**src/rtl/hex_scan.sv**
```systemverilog
// Time-multiplexed hex display scanner: shadow register, SHOW/GUARD digit FSM,
// leading-zero blanking and a per-frame completion pulse.
module hex_scan #(
    parameter int NUM_DIGITS  = 8,
    parameter int REFRESH_DIV = 50000
) (
    input  logic                    clk,
    input  logic                    rst_n,
    input  logic                    load,
    input  logic [4*NUM_DIGITS-1:0] data,
    input  logic                    lz_en,
    output logic [4:0]              digit_code,
    output logic [NUM_DIGITS-1:0]   an,
    output logic                    frame_done
);

    localparam int IDX_W = (NUM_DIGITS > 1) ? $clog2(NUM_DIGITS) : 1;
    localparam int PW    = $clog2(REFRESH_DIV);

    typedef enum logic {GUARD = 1'b0, SHOW = 1'b1} state_t;

    state_t                  state_q;
    logic [IDX_W-1:0]        idx_q, idx_d;
    logic [PW-1:0]           presc_q;
    logic [4*NUM_DIGITS-1:0] shadow_q;
    logic                    frame_q;
    logic                    last_idx, terminal;

    assign last_idx = (idx_q == IDX_W'(NUM_DIGITS - 1));
    assign idx_d    = last_idx ? '0 : idx_q + IDX_W'(1);
    assign terminal = (presc_q == PW'(REFRESH_DIV - 1));

    always_ff @(posedge clk or negedge rst_n) begin
        if (!rst_n) begin
            state_q  <= GUARD;
            idx_q    <= '0;
            presc_q  <= '0;
            shadow_q <= '0;
            frame_q  <= 1'b0;
        end else begin
            frame_q <= 1'b0;
            // Shadow capture is independent of the scan, so a load on the
            // terminal edge feeds the digit that follows the guard cycle.
            if (load) shadow_q <= data;
            case (state_q)
                GUARD: state_q <= SHOW;
                SHOW: begin
                    if (terminal) begin
                        state_q <= GUARD;
                        presc_q <= '0;
                        idx_q   <= idx_d;
                        frame_q <= last_idx;
                    end else begin
                        presc_q <= presc_q + PW'(1);
                    end
                end
                default: state_q <= GUARD;
            endcase
        end
    end

    logic [NUM_DIGITS-1:0] blank;
    logic                  zacc;
    logic [3:0]            nib;
    logic                  nib_blank;

    always_comb begin
        zacc      = 1'b1;
        blank     = '0;
        nib       = 4'h0;
        nib_blank = 1'b0;
        // Walk from the MS digit down; a digit blanks while everything above
        // and including it is still zero.
        for (int i = NUM_DIGITS - 1; i >= 0; i--) begin
            zacc     = zacc & (shadow_q[4*i +: 4] == 4'h0);
            blank[i] = lz_en & zacc & (i != 0);
        end
        for (int i = 0; i < NUM_DIGITS; i++) begin
            if (idx_q == IDX_W'(i)) begin
                nib       = shadow_q[4*i +: 4];
                nib_blank = blank[i];
            end
        end
        if (state_q == SHOW) begin
            an         = ~(NUM_DIGITS'(1) << idx_q);
            digit_code = nib_blank ? 5'h10 : {1'b0, nib};
        end else begin
            an         = '1;
            digit_code = 5'h10;
        end
    end

    assign frame_done = frame_q;

endmodule

```
**config.mk**
```make
export PLATFORM = sky130hd
export DESIGN_NAME = hex_scan
export DESIGN_NICKNAME = d
export VERILOG_FILES = /design/src/rtl/hex_scan.sv
export SDC_FILE = /design/constraint.sdc
export NUM_CORES = 1
export LEC_CHECK = 0
export ABC_AREA = 1
export CAP_MARGIN = 25
export CORE_MARGIN = 4
export CORE_UTILIZATION = 25
export DETAILED_ROUTE_END_ITERATION = 6
export PLACE_DENSITY_LB_ADDON = 0.15
export SLEW_MARGIN = 40
export SYNTH_ARGS = -nofsm -noshare
export SYNTH_HDL_FRONTEND = slang
export SYNTH_SLANG_ARGS = --single-unit
```
**constraint.sdc**
```tcl
create_clock -name clk -period 4.15 [get_ports clk]
set_input_delay 0.83 -clock clk [delete_from_list [all_inputs] [get_ports clk]]
set_output_delay 0.83 -clock clk [all_outputs]
set_load 0.03 [all_outputs]
```
# Word-level counts from Yosys, hierarchy flattened
# Cells that the tools add are included.
# Widths: inputs -> output; s select.
[classes]
n_addsub = 2
n_eq_ne = 8
n_shift = 1
mux = 24
bitwise = 15
reduce_logical = 9
[op_table]
columns = ["op", "n"]
rows = [
  ["$mux 4", 8],
  ["$logic_not 4->1", 7],
  ["$add 16x1->16 const B", 1],
  ["$eq 16x16->1 const B", 1],
  ["$mux 16", 1],
  ["$and 1x1->1", 13],
  ["$eq 3x3->1 const B", 4],
  ["$mux 1", 10],
  ["$mux 5", 2],
  ["$mux 8", 1],
  ["$not 8->8", 1],
  ["$shl 1x3->8 const A", 1],
  ["$eq 3x2->1 const B", 2],
  ["$add 3x1->3 const B", 1],
  ["$eq 3x1->1 const B", 1],
  ["$logic_not 3->1", 1],
  ["$mux 3", 1],
  ["$pmux 1 s2", 1],
  ["$reduce_and 2->1", 1],
  ["$not 1->1", 1],
]
[totals]
ff_bits = 53
inputBits = 36

# Depth between registers and ports, before layout
[logic_depth]
word_depth = 17
ltp_mapped = 14
mapped_depth_nobuf = 14

# Least setup slack after synthesis
# Ideal clock, no wire load.
[synth_path]
path_kind = "input port to output port"
from = "in lz_en"
to = "out digit_code[4]"
t_arrival_ns = 1.816
required_time_ns = 3.320
setup_slack_ns = 1.504
path_stages = 6
n_path_buf = 0
cell_sequence = "nand3_1 nor3_1 nand2_1 o21ai_0 inv_1 a21oi_1"
[synth_between]
elab_chain_len = 10
[synth_rtl]
columns = ["item", "line_no", "rtl"]
rows = [
  ["from (decl)", "11", "input logic lz_en,"],
  ["$and 1x1->1", "76", "blank[i] = lz_en & zacc & (i != 0);"],
  ["$mux 1 (6 in a row)", "79", "if (idx_q == IDX_W'(i)) begin"],
  ["$mux 1 (*)", "79", ""],
  ["$mux 5 (*)", "86", "digit_code = nib_blank ? 5'h10 : {1'b0, nib};"],
  ["$mux 5 (*)", "84", "if (state_q == SHOW) begin"],
  ["to (decl)", "12", "output logic [4:0] digit_code,"],
]
# Mark *: on every way between the ends. The rest lies on a longest branch, timed or not.

# Worst setup path after layout
# Same ends and word-level chain as after synthesis.

==> parameters.txt <==
Parameter                              Value

Finish
  Area of the multi-input gates    0.00129 mm^2
  Count of inserted antenna diode cells    0
  Share of cells above drive strength 1    0.113
  Register cell area after layout    0.00133 mm^2
  Filler cells    1,285
  Number of nets in the layout    459
  Synthesis-to-layout area growth    26.2%

Global routing
  Total overflow reported by the global router    0
  Initial antenna violation count    0
  Global-route wire length before repair    12.2 mm
  Pin count of the biggest net entering global routing    55
  Vias in the first global route    2,522
  Total global routing track utilization    0.116

Place
  Global placer's final weighted congestion    0.811
  Detailed placement HPWL    5.44 mm
  Count of port buffers added during placement    49
  Worst setup slack before clock tree synthesis    0.570 ns

Flow run
  Max-cap violations    0

Worst setup path
  Data required, critical path    3.32 ns
  Sort of element at the end of the critical path    output pin
  Dominant cell type by count on the critical path    sky130_fd_sc_hd__clkdlybuf4s50_1
  Family with the most delay on the worst path    buffers and inverters
  Chain of cells forming the critical path    clkdlybuf4s50_1 -> nand3_1 -> nor3_1 -> nand2_1 -> o21ai_0 -> inv_1 -> a21oi_1 -> clkdlybuf4s50_1
  Setup slack of the worst register-to-register path    2.24 ns
  Worst setup path class    in -> out
  Setup crit start kind    input pin
  Crit path buffers/inverters    3
  CP max stage cell    sky130_fd_sc_hd__clkdlybuf4s50_1
  Worst Path Arrival    2.76 ns
  Maximum fanout encountered on the critical timing path    2
  Maximum cell stage delay along the critical path    0.70 ns

Logic synthesis
  Number of distinct library cell variants in the gate-level netlist after synthesis    34
  Post-synthesis instance area    0.00291 mm^2
  Top cells by area, synth    sky130_fd_sc_hd__dfrtp_1 (46%), sky130_fd_sc_hd__nand2_1 (12%), sky130_fd_sc_hd__inv_1 (7.3%)
  Area share of the largest cell type after synthesis    0.455
  Adder-Cell Fraction of Synth Area    0.0301
  XOR/XNOR share of the synthesized area    0.0150
  Cell count after synthesis    368
  Per-instance average area after synthesis    7.92 um^2
  Fraction of registers with async set or reset after synthesis    1.00
  Dominant cell by count in the synthesized netlist    sky130_fd_sc_hd__nand2_1
  Net count after synthesis    411
  Seq/Total Area, Yosys    0.455
  Basic-gate share of the synthesized area counting and, or, nand and nor cells    0.255
  Number of synthesized flops with an enable pin    0
  Number of synthesized register bits    53
  Most frequent cells after synthesis    sky130_fd_sc_hd__nand2_1 (96), sky130_fd_sc_hd__inv_1 (57), sky130_fd_sc_hd__dfrtp_1 (53)
  Complex-gate fraction of the synthesized area    0.106
  Largest family of logic cells by synthesized area    simple AND/OR/NAND/NOR gates
  Main flop type after synthesis    sky130_fd_sc_hd__dfrtp_1
  Largest area contributor in the synthesized netlist    sky130_fd_sc_hd__dfrtp_1
  Number of warnings reported in the yosys synthesis log    0
  Post-synthesis mux area share    0.0387

CTS
  Clock latency at the later pin of the worst-skew pair    0.29 ns
  Hold Buf Count CTS    0
  CTS H-tree lvls    2
  Gates resized, CTS repair    0
  TritonCTS Buffers    5
  Clock tree sinks    53
  Clk slew on worst S/H paths    0.06 ns
  Post-CTS setup repair buffer count    0
  Maximum buffer depth of the clock tree    2
  TritonCTS clock tree    done
  Clk Tree Root Cell    sky130_fd_sc_hd__clkbuf_16

Timing
  Part of the cycle the worst path needs    0.866
  Setup Total Neg Slack    0 ns
  Unrepaired setup endpoints after global routing    false
  Min Clock Period, post-route    3.59 ns
  Number of pins with negative max-slew slack in the final report    0
  Final worst slack    0.557 ns
  Final Hold Vio Count    0
  Max-slew headroom at the worst pin    0.608
  Transition time at the pin with the least slew margin    0.588 ns
  Max Fclk    278 MHz
  Layout Skew    0.00617 ns
  Final Setup Violations    0

Drt
  Routed wirelength normalized by instance count    13.0 um
  Routed vias/inst    4.29
  Drt first-iter violations    93
  Detail Route Antenna Nets    0
  DRC violations left    0
  Detailed-route via count    2,399
  Number of search-and-repair iterations in the first detailed-routing pass    4
  Drt total wl    7.29 mm

Power and ir drop
  Total power density per cell area    302 mW/mm^2
  Leakage    0.00175 uW
  Largest vdd supply drop    145 uV

Floorplan
  Horizontal die dimension    116 um
  Vertical die dimension    116 um
  Die footprint    0.0134 mm^2
  Row cnt    39
  Core box area    0.0114 mm^2
  # IOs    50
  Initial core utilization    0.255

Status
  Outcome    finished, final reports clean

Worst hold path
  Hold Crit Class    reg -> reg
-- layout by cell type (no fill, tap or decap), types with 2 or more instances in the layout --
master,instances
sky130_fd_sc_hd__nand4_1,3
sky130_fd_sc_hd__clkbuf_16,5
sky130_fd_sc_hd__a21oi_1,12
sky130_fd_sc_hd__inv_2,8
sky130_fd_sc_hd__nor2_2,4
sky130_fd_sc_hd__o21ai_0,39
sky130_fd_sc_hd__nor4_1,3
sky130_fd_sc_hd__nand2_2,3
sky130_fd_sc_hd__mux2_2,10
sky130_fd_sc_hd__inv_1,57
sky130_fd_sc_hd__nand3b_1,2
sky130_fd_sc_hd__ha_1,7
sky130_fd_sc_hd__dfrtp_1,53
sky130_fd_sc_hd__nor2_4,3
sky130_fd_sc_hd__nor3_1,4
sky130_fd_sc_hd__nand3_2,2
sky130_fd_sc_hd__o21ai_1,4
sky130_fd_sc_hd__nor2_1,17
sky130_fd_sc_hd__xor2_1,4
sky130_fd_sc_hd__nand2_1,96
sky130_fd_sc_hd__nor3_2,2
sky130_fd_sc_hd__or2_2,2
sky130_fd_sc_hd__clkdlybuf4s50_1,47
sky130_fd_sc_hd__nand3_1,16
sky130_fd_sc_hd__buf_4,2
-- worst paths after layout --
check / start / endpoint / cells after the start
worst min-delay path: presc_q[13]$_DFFE_PN0P_ / presc_q[13]$_DFFE_PN0P_ / 1
min in group asynchronous: rst_n / presc_q[4]$_DFFE_PN0P_ / 1
worst max-delay path: lz_en / digit_code[4] / 8
worst max register to register: presc_q[0]$_DFFE_PN0P_ / idx_q[1]$_DFFE_PN0P_ / 7
worst min register to register: presc_q[13]$_DFFE_PN0P_ / presc_q[13]$_DFFE_PN0P_ / 1
max in group asynchronous: rst_n / idx_q[1]$_DFFE_PN0P_ / 2
-- layer usage --
| metal | routed length [um] | global-route usage |
|---|---|---|
| met1 | 3620 | 0.158 |
| met4 | 73 | 0.0278 |
| met3 | 310 | 0.0230 |
| met2 | 3290 | 0.189 |
| met5 | 0 | 0 |
-- state kept, by name, summed over array words and instances (netlist names) --
| signal | count |
|---|---|
| state_q | 1 |
| frame_done | 1 |
| idx_q | 3 |
| shadow_q | 32 |
| presc_q | 16 |
-- logic make-up (layout without fill, tap and decap cells) --
kind of cell,Yosys count,after routing
buffers and inverters,74,122
flip-flops,53,53
XOR/XNOR,5,5
AO/OA/AOI/OAI,59,59
AND/OR/NAND/NOR,160,160
adder cells (fa/ha/maj),7,7
multiplexers,10,10
-- power by group --
group          switching, uW  internal (uW)
combinational           66.9           61.6
sequential              15.7            545
clock                    184            238
-- area by class of cell --
class                           instances  share of cell area
Sequential cell                        53               0.361
Clock buffer                            7              0.0388
Inverter                               65              0.0663
Tap cell                              143              0.0487
Timing Repair Buffer                   50               0.133
Multi-Input combinational cell        241               0.352
-- metrics by stage --
step,area (um^2),std cells,utilization,hold slack (ns),total power [uW]
floorplan,2910,368,-,0.456,630
global placement,3530,552,0.309,0.477,702
detailed placement,3530,552,0.310,0.474,703
CTS,3680,559,0.322,0.487,1130
global route,3680,559,0.322,0.517,1170
finish,3680,559,0.322,0.486,1110
Note: power is estimated with default switching activity, not from simulation.
